===== src/rtl/mdu_pkg.sv =====
// Shared definitions for the RV32M multiply/divide unit.
// Latency: n/a (types and constants only).
// Backpressure: n/a.
package mdu_pkg;

  localparam int CPU_WIDTH    = 32;
  localparam int MDU_OP_WIDTH = 3;

  // RV32M operation encodings (funct3 order)
  localparam logic [MDU_OP_WIDTH-1:0] MDU_MUL    = 3'd0;
  localparam logic [MDU_OP_WIDTH-1:0] MDU_MULH   = 3'd1;
  localparam logic [MDU_OP_WIDTH-1:0] MDU_MULHSU = 3'd2;
  localparam logic [MDU_OP_WIDTH-1:0] MDU_MULHU  = 3'd3;
  localparam logic [MDU_OP_WIDTH-1:0] MDU_DIV    = 3'd4;
  localparam logic [MDU_OP_WIDTH-1:0] MDU_DIVU   = 3'd5;
  localparam logic [MDU_OP_WIDTH-1:0] MDU_REM    = 3'd6;
  localparam logic [MDU_OP_WIDTH-1:0] MDU_REMU   = 3'd7;

  typedef enum logic [1:0] {
    MDU_IDLE = 2'd0,
    MDU_ITER_MUL = 2'd1,
    MDU_ITER_DIV = 2'd2,
    MDU_DONE = 2'd3
  } mdu_state_t;

endpackage


===== src/rtl/mdu.sv =====
// Iterative RV32M multiply/divide unit (shift-add multiply, restoring divide).
// Latency: 33 cycles accept-to-resp_valid for normal ops, 1 cycle for div-by-zero/overflow.
// Backpressure: resp_valid/mdu_res hold while resp_ready is low; req_ready only high in IDLE.
//
// Ports:
//   clk, rst            clock, synchronous active-high reset
//   flush               abandon the operation in flight (takes priority over handshakes)
//   req_valid/req_ready request channel; mdu_op, mdu_src1, mdu_src2 sampled at accept
//   resp_valid/resp_ready response channel; mdu_res registered result
//   busy                high whenever the unit is not IDLE
module mdu
  import mdu_pkg::*;
(
  input  logic                    clk,
  input  logic                    rst,
  input  logic                    flush,
  input  logic                    req_valid,
  output logic                    req_ready,
  input  logic [MDU_OP_WIDTH-1:0] mdu_op,
  input  logic [CPU_WIDTH-1:0]    mdu_src1,
  input  logic [CPU_WIDTH-1:0]    mdu_src2,
  output logic                    resp_valid,
  input  logic                    resp_ready,
  output logic [CPU_WIDTH-1:0]    mdu_res,
  output logic                    busy
);

  mdu_state_t              state;
  logic [63:0]             acc;     // shared product / {remainder, quotient} register
  logic [CPU_WIDTH-1:0]    opnd;    // multiplicand or divisor magnitude
  logic [5:0]              cnt;
  logic [MDU_OP_WIDTH-1:0] op_q;
  logic                    neg_q;   // sign to apply to the selected result

  // ---------------- operand conditioning at accept ----------------
  logic                 src1_signed, src2_signed;
  logic                 sign1, sign2, neg_in;
  logic [CPU_WIDTH-1:0] mag1, mag2;
  logic                 div_zero, div_ovf, special;
  logic [CPU_WIDTH-1:0] special_res;

  always_comb begin
    src1_signed = (mdu_op == MDU_MULH) || (mdu_op == MDU_MULHSU) ||
                  (mdu_op == MDU_DIV)  || (mdu_op == MDU_REM);
    src2_signed = (mdu_op == MDU_MULH) || (mdu_op == MDU_DIV) || (mdu_op == MDU_REM);
    sign1  = src1_signed & mdu_src1[CPU_WIDTH-1];
    sign2  = src2_signed & mdu_src2[CPU_WIDTH-1];
    mag1   = sign1 ? (~mdu_src1 + 32'd1) : mdu_src1;
    mag2   = sign2 ? (~mdu_src2 + 32'd1) : mdu_src2;
    // Remainder takes the dividend's sign; everything else takes sign1^sign2.
    neg_in = ((mdu_op == MDU_REM) || (mdu_op == MDU_REMU)) ? sign1 : (sign1 ^ sign2);

    div_zero = mdu_op[2] && (mdu_src2 == 32'd0);
    div_ovf  = ((mdu_op == MDU_DIV) || (mdu_op == MDU_REM)) &&
               (mdu_src1 == 32'h8000_0000) && (mdu_src2 == 32'hFFFF_FFFF);
    special  = div_zero || div_ovf;
    // op[1] distinguishes REM/REMU from DIV/DIVU within the divide group
    if (div_zero) special_res = mdu_op[1] ? mdu_src1 : 32'hFFFF_FFFF;
    else          special_res = mdu_op[1] ? 32'd0    : 32'h8000_0000;
  end

  // ---------------- one iteration step ----------------
  logic [32:0] mul_sum;
  logic [63:0] mul_next;
  logic [32:0] div_rem;
  logic        div_ge;
  logic [31:0] div_diff;
  logic [63:0] div_next;
  logic [63:0] iter_next;
  logic [63:0] prod_neg;
  logic [31:0] fix_res;

  always_comb begin
    // Multiply: low half holds the remaining multiplier bits, high half the partial sum.
    mul_sum  = {1'b0, acc[63:32]} + (acc[0] ? {1'b0, opnd} : 33'd0);
    mul_next = {mul_sum, acc[31:1]};

    // Divide: shift {rem, quot} left; the 33-bit window is the shifted partial remainder.
    // When it is >= divisor the difference always fits in 32 bits.
    div_rem  = acc[63:31];
    div_ge   = div_rem >= {1'b0, opnd};
    div_diff = div_rem[31:0] - opnd;
    div_next = {(div_ge ? div_diff : div_rem[31:0]), acc[30:0], div_ge};

    iter_next = (state == MDU_ITER_DIV) ? div_next : mul_next;
    prod_neg  = ~iter_next + 64'd1;

    case (op_q)
      MDU_MUL:                        fix_res = neg_q ? prod_neg[31:0]  : iter_next[31:0];
      MDU_MULH, MDU_MULHSU, MDU_MULHU: fix_res = neg_q ? prod_neg[63:32] : iter_next[63:32];
      MDU_DIV, MDU_DIVU:              fix_res = neg_q ? (~iter_next[31:0] + 32'd1)  : iter_next[31:0];
      default:                        fix_res = neg_q ? (~iter_next[63:32] + 32'd1) : iter_next[63:32];
    endcase
  end

  // ---------------- control FSM ----------------
  always_ff @(posedge clk) begin
    if (rst) begin
      state      <= MDU_IDLE;
      req_ready  <= 1'b1;
      busy       <= 1'b0;
      resp_valid <= 1'b0;
      mdu_res    <= '0;
      acc        <= '0;
      opnd       <= '0;
      cnt        <= '0;
      op_q       <= '0;
      neg_q      <= 1'b0;
    end else if (flush) begin
      state      <= MDU_IDLE;
      req_ready  <= 1'b1;
      busy       <= 1'b0;
      resp_valid <= 1'b0;
    end else begin
      case (state)
        MDU_IDLE: begin
          if (req_valid) begin
            op_q      <= mdu_op;
            neg_q     <= neg_in;
            cnt       <= '0;
            req_ready <= 1'b0;
            busy      <= 1'b1;
            if (special) begin
              mdu_res    <= special_res;
              resp_valid <= 1'b1;
              state      <= MDU_DONE;
            end else if (mdu_op[2]) begin
              acc   <= {32'd0, mag1};
              opnd  <= mag2;
              state <= MDU_ITER_DIV;
            end else begin
              acc   <= {32'd0, mag2};
              opnd  <= mag1;
              state <= MDU_ITER_MUL;
            end
          end
        end
        MDU_ITER_MUL, MDU_ITER_DIV: begin
          acc <= iter_next;
          cnt <= cnt + 6'd1;
          if (cnt == 6'd31) begin
            mdu_res    <= fix_res;
            resp_valid <= 1'b1;
            state      <= MDU_DONE;
          end
        end
        MDU_DONE: begin
          if (resp_ready) begin
            resp_valid <= 1'b0;
            req_ready  <= 1'b1;
            busy       <= 1'b0;
            state      <= MDU_IDLE;
          end
        end
        default: state <= MDU_IDLE;
      endcase
    end
  end

endmodule

===== config.mk =====
export PLATFORM = sky130hd
export DESIGN_NAME = mdu
export DESIGN_NICKNAME = d
export VERILOG_FILES = /design/src/rtl/mdu_pkg.sv /design/src/rtl/mdu.sv
export SDC_FILE = /design/constraint.sdc
export NUM_CORES = 1
export LEC_CHECK = 0
export ABC_AREA = 0
export CAP_MARGIN = 25
export CORE_UTILIZATION = 40
export DETAILED_ROUTE_END_ITERATION = 7
export GPL_TIMING_DRIVEN = 0
export PLACE_DENSITY_LB_ADDON = 0.3
export SLEW_MARGIN = 25
export SYNTH_ARGS = -nofsm -noshare
export SYNTH_HDL_FRONTEND = slang
export SYNTH_SLANG_ARGS = --single-unit

===== constraint.sdc =====
create_clock -name clk -period 4.81 [get_ports clk]
set_input_delay 0.7215 -clock clk [delete_from_list [all_inputs] [get_ports clk]]
set_output_delay 0.7215 -clock clk [all_outputs]
set_load 0.03 [all_outputs]

## Word-level counts from Yosys, hierarchy flattened

Cells that the tools add are included.

| storage, ports and cells | value |
|---|---|
| bits in registers | 143 |
| bits of input ports | 72 |
| logic and storage cells | 119 |

| operators by class | value |
|---|---|
| $add $sub $neg | 8 |
| $lt $le $gt $ge | 1 |
| eq/ne operators | 21 |
| mux-type cells | 41 |
| bitwise logic cells | 10 |
| reduce and logical (&&, ||, !) cells | 28 |

Operators by type and width:

| kind | count |
|---|---|
| $mux 32 | 16 |
| $mux 64 | 3 |
| $add 32x1->32 const B | 4 |
| $not 32->32 | 4 |
| $pmux 64 s2 | 1 |
| $pmux 32 s3 | 1 |
| $add 64x1->64 const B | 1 |
| $eq 32x32->1 const B | 2 |
| $not 64->64 | 1 |
| $pmux 32 s2 | 1 |
| $add 32x32->33 | 1 |
| $ge 33x32->1 | 1 |
| $logic_not 32->1 | 1 |
| $sub 32x32->32 | 1 |
| $eq 3x3->1 const B | 5 |
| $pmux 6 s2 | 1 |
| $reduce_and 3->1 | 4 |
| $reduce_and 4->1 | 3 |
| $mux 2 | 5 |
| $ne 2x2->1 const B | 5 |
| $eq 3x2->1 const B | 3 |
| $logic_or 1x1->1 | 8 |
| $mux 1 | 8 |
| $add 6x1->6 const B | 1 |
| 18 further kinds | 28 |

## Depth between registers and ports, before layout

Gate-level depths: netlist of run 1.

| logic depth | value |
|---|---|
| depth after elaboration | 10 |
| gate-level depth with buffers | 23 |
| gate-level depth less buffers | 21 |

## Worst setup path before layout of run 1

Ideal clock, no wire load.

| path | value |
|---|---|
| path kind | reg2reg |
| start | register opnd[1] |
| end | register mdu_res[30] |
| setup time | 79 ps |
| arrival time | 4,994 ps |
| slack | -263 ps |
| cell stages (with the launch flop) | 22 |
| path buffers | 4 |
| cell sequence | dfxtp_1 inv_1 ha_1 nor2b_1 o2111a_1 o211ai_2 and3_1 buf_2 o21ai_2 clkbuf_1 buf_2 mux2_2 a21oi_1 ha_1 inv_1 nor4_1 nand4_1 buf_2 nor4_1 o2111ai_1 mux2_2 o211ai_1 |

| between the ends | value |
|---|---|
| cells in the longest elaborated chain, start to end | 9 |
| elaborated cells on any way between the ends | 19 |

RTL lines:

| what | line | text |
|---|---|---|
| from (decl) | mdu.sv:30 | `logic [CPU_WIDTH-1:0] opnd;` |
| from (signal assigned) | mdu.sv:129 | `opnd <= mag2;` |
| from (signal assigned) | mdu.sv:133 | `opnd <= mag1;` |
| $mux 32, or another cell as far along | mdu.sv:75 | `mul_sum = {1'b0, acc[63:32]} + (acc[0] ? {1'b0, opnd} : 33'd0);` |
| $add 32x32->33 / $mux 32 (equally long branches) | mdu.sv:75, mdu.sv:83 |  |
| $mux 64 * | mdu.sv:85 | `iter_next = (state == MDU_ITER_DIV) ? div_next : mul_next;` |
| $not 64->64 / $not 32->32 (equally long branches) | mdu.sv:86, mdu.sv:92 |  |
| $add 64x1->64 / $add 32x1->32 (equally long branches) | mdu.sv:86, mdu.sv:92 |  |
| $mux 32 (on tied branches) | mdu.sv:90, mdu.sv:92 |  |
| $pmux 32 s3 * | mdu.sv:88 | `case (op_q)` |
| $mux 32 * | mdu.sv:141 | `if (cnt == 6'd31) begin` |
| $pmux 32 s2 * | mdu.sv:115 | `case (state)` |
| to (signal assigned) | mdu.sv:124 | `mdu_res <= special_res;` |
| to (signal assigned) | mdu.sv:142 | `mdu_res <= fix_res;` |
| to (decl) | mdu.sv:24 | `output logic [CPU_WIDTH-1:0] mdu_res,` |

Every way passes the cells marked *; elsewhere a longest branch is shown, timed or not. The select of a mux whose other input is x is not followed.
A chain may end at the register's enable or synchronous reset.

## Worst setup path in the final report of run 1

| path | value |
|---|---|
| start | register acc[42] |
| end | register mdu_res[17] |

| between the ends | value |
|---|---|
| cells in the longest elaborated chain, start to end | 9 |
| elaborated cells on any way between the ends | 18 |

RTL lines:

| what | line | text |
|---|---|---|
| from (decl) | mdu.sv:29 | `logic [63:0] acc;` |
| from (signal assigned) | mdu.sv:128 | `acc <= {32'd0, mag1};` |
| from (signal assigned) | mdu.sv:132 | `acc <= {32'd0, mag2};` |
| from (signal assigned) | mdu.sv:139 | `acc <= iter_next;` |
| $sub 32x32->32 / $ge 33x32->1 (equally long branches) | mdu.sv:82, mdu.sv:81 |  |
| $mux 32 | mdu.sv:83 | `div_next = {(div_ge ? div_diff : div_rem[31:0]), acc[30:0], div_ge};` |
| $mux 64 * | mdu.sv:85 |  |
| $not 64->64 / $not 32->32 (equally long branches) | mdu.sv:86, mdu.sv:92 |  |
| $add 64x1->64 / $add 32x1->32 (equally long branches) | mdu.sv:86, mdu.sv:92 |  |
| $mux 32 (on tied branches) | mdu.sv:90, mdu.sv:92 |  |
| $pmux 32 s3 * | mdu.sv:88 |  |
| $mux 32 * | mdu.sv:141 |  |
| $pmux 32 s2 * | mdu.sv:115 |  |

Marked as above.

==> summary.txt, run 1 <==
Status
  – Outcome: finished, violations left
  – Failing checks: negative setup slack

Setup path
  – WP data required: a little over 5000 ps
  – Crit start category: flip-flop
  – FF-to-FF Start: acc[42]
  – R2r setup slk: -70 ps
  – Critical Path AT: around 5200 ps
  – CP max FO: 10
  – Worst Setup SP: acc[42]
  – Element type at the critical path end: flip-flop
  – Kind of critical path: reg -> reg

Timing
  – Worst clock skew: 11.8 ps
  – Final min period: between 4000 and 5000 ps
  – Worst-margin pin slew: 1140 ps
  – Max Freq: 205 MHz
  – Fin. max-slew vios: 0
  – Final hold viol count: 0
  – Fin Hold WS: about 450 ps
  – Final period util: 102%
  – Worst slew margin: a little under a quarter
  – Post-route setup TNS: -79.7 ps
  – Final setup violation count: 2
  – Setup ws final: -72.3 ps

Routing
  – Vias: slightly above 20000
  – WL/cell: roughly 29 um
  – Initial drt markers: ~2500
  – ANT nets after route: 0
  – Drt drc: 0
  – Pre-antenna DRT Iters: 6
  – Total Wirelength: between 80000 and 90000 um
  – DR vias/cell: between 6 and 7

Floorplanning
  – Starting density of the core: roughly 41%
  – Die Area: 0.0414 sq mm
  – FP Rows: 73
  – Core ar.: around 0.040 sq mm
  – IO Count: between 100 and 150
  – Width of the die: about 200 um
  – Die Y: roughly 200 um

Yosys
  – Yosys top cell by area: dfxtp_1
  – Post-synthesis sequential area ratio: 17.7%
  – Mapped Avg Cell Area: between 6 and 7 sq um
  – Synth cell count leaders: nand2_1, a21oi_1, nor2_1
  – Synthesized area: approximately 0.016 sq mm
  – Post-synthesis net count: 2510
  – Count leader, synth: nand2_1
  – Post-synth top area share: roughly 18%
  – Number of flops mapped to enable cells by yosys: 0
  – Yosys warning total: 0
  – Synthesized instance count: 2363
  – Number of synthesized register bits: around 140
  – Post-synth ARST share: 0%
  – Top area cells in the synthesized netlist: dfxtp_1, a21oi_1, nand2_1, ha_1, nor2_1
  – Count of cell types in the netlist: 95
  – Most used DFF post-synth: dfxtp_1

Layout
  – Final Cell Area: around 0.020 sq mm
  – Area grow syn2layout: 26.0%
  – Layout cells sized above 1: ~15%
  – Util after Layout: 51.3%
  – Nets: between 2000 and 3000

Clocking
  – Clock Tree Buf Depth: 2
  – Clock root buffer: clkbuf_16
  – CTS tree: done
  – Clock Sinks: 143
  – Worst skew pair latency: between 400 and 500 ps
  – CTS Hold Buffers Added: 0
  – Clock buffer count from CTS: 17
  – CTS H-tree depth: 4
  – Clock transition at path regs: approximately 70 ps

Pwr
  – Psw: around 2.3 mW
  – Static leakage: 7.63 nW
  – Sw Ratio: 45.9%
  – Pwr dens: roughly 240 mW/mm^2
  – Reg power frac: between 20% and 30%
  – VDD IR max: between 0.2 and 0.25 mV
  – Combinational cell fraction of total power: between 40% and 50%
  – Internal power: between 2 and 3 mW
  – Clock share of power: a little over a quarter

Global route
  – Largest net degree at the start of global routing: 17
  – GRT Total Usage: between 40% and 50%
  – Vias in the first global route: approximately 19000
  – GR Util met1: slightly below 60%
  – First-pass GRT wire length: roughly 130000 um
  – Grt peak-use layer: met2
  – Initial antenna violation count: 1
  – Met3 Track Usage GR: 10.4%
  – Remaining global-route overflow: 0
  – Met2 Use GR: between 60% and 70%

Placed design
  – DP Area: ~0.018 sq mm
  – Routability Congestion: 1.07
  – Dpl ws: -2810 ps
  – Port Buffers: between 100 and 150
  – Post-DP HPWL: between 70000 and 80000 um

Min path
  – Worst hold path class: reg -> reg
  – Min-delay src: mdu_res[6]

Flow run
  – MaxCap Viol Count: 0
[layout make-up]
class                   count  area [sq um]
flip-flops and latches    143          2980
repair buffers            174          1590
diodes                      1          2.50
multi-input cells        1991         13500
clock buffers              17           425
well taps                 525           657
clock inverters            15           143
plain buffers             148           846
inverters                  76           285
fillers                  4095         19400
[power groups by stage]
stage | registers, mW | clock network (mW) | logic [mW]
2_1_floorplan | 1.30 | 0 | 1.16
3_3_place_gp | 1.32 | 0 | 1.91
3_5_place_dp | 1.33 | 0 | 1.91
4_1_cts | 1.30 | 1.35 | 2.08
5_1_grt | 1.30 | 1.40 | 2.42
6_report | 1.30 | 1.35 | 2.34
[worst max-delay path, stage by stage (launching register included)]
cell,delay [ps]
dfxtp_2,470
ha_1,300
buf_2,190
nand2_1,90
o21ai_2,100
a21oi_2,260
and3_1,190
buf_2,200
buf_2,270
o211ai_1,330
a211oi_1,860
nand3_1,190
o21ai_0,290
xnor2_1,200
o21ai_0,130
a211oi_1,520
o21ai_0,170
[cell families after synthesis]
group	share of synthesized area [%]
AOI/OAI and AO/OA	30.7
xor gates and xnor gates	7.51
adders and majority gates	5.88
buffers and inverters	5.76
DFF	17.7
muxes	4.80
and+or+nand+nor	27.7
[layer usage]
layer	share of wire, %	routed length (um)
met1	41	36700
met2	41	36900
met3	12	10900
met4	5.8	5190
met5	0.014	13
[cells in the final DEF (no fill, tap or decap), drive strengths merged, types with 69 or more instances in the layout]
cell type	instances
inv	88
o211ai	72
clkdlybuf4s50	104
xnor2	70
nor2	212
dfxtp	143
nor3	86
a21oi	261
nand2	312
buf	109
o21ai	139
ha	73
clkbuf	126
xor2	69
[worst paths after layout]
kind,endpoint,cells past startpoint
setup / recovery,mdu_res[17],16
hold / removal,mdu_res[6],2
setup reg to reg,mdu_res[17],16
hold reg to reg,mdu_res[6],2
[metrics by stage]
stage | instances | power, mW
5_1_grt | 3089 | 5.13
6_report | 3090 | 4.99
2_1_floorplan | 2363 | 2.46
4_1_cts | 3054 | 4.73
3_5_place_dp | 2993 | 3.24
3_3_place_gp | 2992 | 3.23
[registers in the layout, summed over array words and instances (netlist names)]
register    count
opnd           32
neg_q           1
op_q            3
mdu_res        32
req_ready       1
state           2
acc            64
busy            1
cnt             6
resp_valid      1
[timing repair]
item                       in CTS  in global routing
setup endpoints to repair      68                 70
pin swaps                      22                 55
resized for setup             166                194
setup buffers                  30                 38
cloned                          0                  1
Power figures use the tool's default switching activity.
==> run 2, diff against run 1 <==
Settings changed: CAP_MARGIN 25 to 20, RECOVER_POWER from default to 100.
==> run 2 against run 1 <==
Net effect: die area did not move; non-clock buffer count is the same; power about the same; worst hold slack got worse by 2.9 ps; final cell count is the same; the run still ends with negative setup slack left; setup slack improved by 30 ps; sequential share of layout area unchanged; clock skew decreased by 0.66 ps; critical path depth did not move; utilization stayed put; routed wire length hardly changed.
==> summary.txt, run 2 (synthesized netlist as in run 1, its figures left out) <==
Status
  – Outcome: finished, violations left
  – Failing checks: negative setup slack

Global route
  – First-pass GRT wire length: 128000 um
  – Largest net degree at the start of global routing: 17
  – Initial antenna violation count: 1
  – Remaining global-route overflow: 0
  – Vias in the first global route: ~19000
  – GRT Total Usage: about 43%

Timing
  – Final hold viol count: 0
  – Worst-margin pin slew: ~1100 ps
  – Max Freq: between 200 and 250 MHz
  – Fin Hold WS: around 450 ps
  – Post-route setup TNS: -41.9 ps
  – Worst slew margin: 24.6%
  – Worst clock skew: around 11 ps
  – Fin. max-slew vios: 0
  – Setup ws final: -41.9 ps
  – Final setup violation count: 1
  – Final period util: 101%
  – Final min period: approximately 4900 ps

Floorplanning
  – Core ar.: ~0.04 sq mm
  – Starting density of the core: between 40% and 50%
  – FP Rows: 73
  – Die Y: ~200 um
  – IO Count: between 100 and 150
  – Width of the die: a little over 200 um
  – Die Area: 0.0414 sq mm

Placed design
  – Post-DP HPWL: approximately 72000 um
  – Routability Congestion: 1.07
  – DP Area: between 0.015 and 0.02 sq mm
  – Dpl ws: -2810 ps
  – Port Buffers: roughly 100

Setup path
  – FF-to-FF Start: acc[43]
  – Crit start category: flip-flop
  – Element type at the critical path end: flip-flop
  – Cell mode on critical path: o21ai_0
  – WP data required: slightly above 5000 ps
  – CP peak stage delay: approximately 870 ps
  – Kind of critical path: reg -> reg
  – Cells along the critical path: ha_1 > buf_4 > a21oi_4 > o21ai_2 > a21oi_2 > and3_1 > buf_2 > buf_2 > o211ai_1 > a211oi_1 > nand3_1 > o21ai_0 > xnor2_1 > o21ai_0 > a211oi_1 > o21ai_0
  – R2R Path End: mdu_res[17]
  – Slowest CP cell: a211oi_1
  – R2r setup slk: -40 ps
  – Worst Setup SP: acc[43]
  – Critical Path AT: 5200 ps
  – CP max FO: 10
  – Worst reg2reg path depth: 16

Routing
  – Initial drt markers: between 2000 and 3000
  – Total Wirelength: ~90000 um
  – Drt drc: 0
  – Pre-antenna DRT Iters: 8
  – WL/cell: 29.0 um
  – ANT nets after route: 0
  – DR vias/cell: 6.66
  – Vias: a little over 20000

Min path
  – Min-delay src: mdu_res[6]
  – End of the worst hold path: mdu_res[6]
  – Worst hold path class: reg -> reg
  – Hold Path Depth: 2

Pwr
  – Total power: between 4 and 5 mW
  – Static leakage: a little under 8 nW
  – VDD IR max: around 0.23 mV
  – Pwr dens: ~240 mW/mm^2

Layout
  – Top Registers: acc x64, mdu_res x32, opnd x32
  – Final Cell Area: ~0.020 sq mm
  – Layout cells sized above 1: 15.4%
  – Max reg flops: 64
  – Leading cell type in the layout, fill and taps excluded: nand2_1
  – Nets: 2698
  – Area grow syn2layout: 26.0%
  – Commonest cells after routing, fill and taps aside: nand2_1, a21oi_1, nor2_1
  – Top reg by flops: acc

Clocking
  – Worst skew pair latency: 480 ps
  – Clock Sinks: roughly 140
  – Clock buffer count from CTS: 17
  – CTS H-tree depth: 4
  – Clock Tree Buf Depth: 2
  – CTS tree: done
  – Clock transition at path regs: about 70 ps
  – Clock root buffer: clkbuf_16

Flow run
  – MaxCap Viol Count: 0
run 2: repair_timing:
item,CTS,global route
setup buffers,30,38
setup endpoints to repair,68,70
resized for setup,166,194
pin swaps,22,55
hold buffers,0,0
gates cloned,0,1
run 2: report_power, final:
group,internal [mW],leakage (nW),switching (mW),total [mW]
sequential,1.23,1.19,0.0723,1.30
combinational,0.782,6.27,1.56,2.34
clock,0.689,0.285,0.660,1.35
total,2.70,7.75,2.29,4.99
run 2: worst max-delay path by stage:
stage          slack, ps     endpoint
2_1_floorplan        -40  mdu_res[30]
3_3_place_gp       -2890  mdu_res[12]
3_5_place_dp       -2810  mdu_res[12]
4_1_cts                4  mdu_res[21]
5_1_grt              -20  mdu_res[17]
6_report             -40  mdu_res[17]
run 2: final cells by class:
type	count	area, sq um
antenna	1	2.50
buffer	148	846
clock buffer	17	425
clock inverter	15	143
fill	4095	19400
inverter	76	285
multi-input combinational	1991	13500
sequential	143	2980
tap	525	657
timing repair buffer	174	1590
run 2: per-stage QoR:
stage          std cells  utilization, %
5_1_grt             3089            51.3
2_1_floorplan       2363               -
3_5_place_dp        2993            45.1
4_1_cts             3054            48.6
3_3_place_gp        2992            45.0
6_report            3090            51.3
run 2: routing by layer:
metal,global-route usage [%],routed length (um),up-vias
li1,-,-,9063
met1,57.8,36700,9761
met2,61.9,36700,1446
met3,10.4,11000,299
met4,22.2,5320,2
met5,0,13,-
run 2: critical path: cells and delay by family, from the launching register on:
family / cells / cell delay (ps)
flops: 1 / 390
fa+ha+maj: 1 / 300
xor+xnor: 1 / 190
buf+inv: 3 / 660
simple gates: 2 / 380
compound gates: 9 / 2780
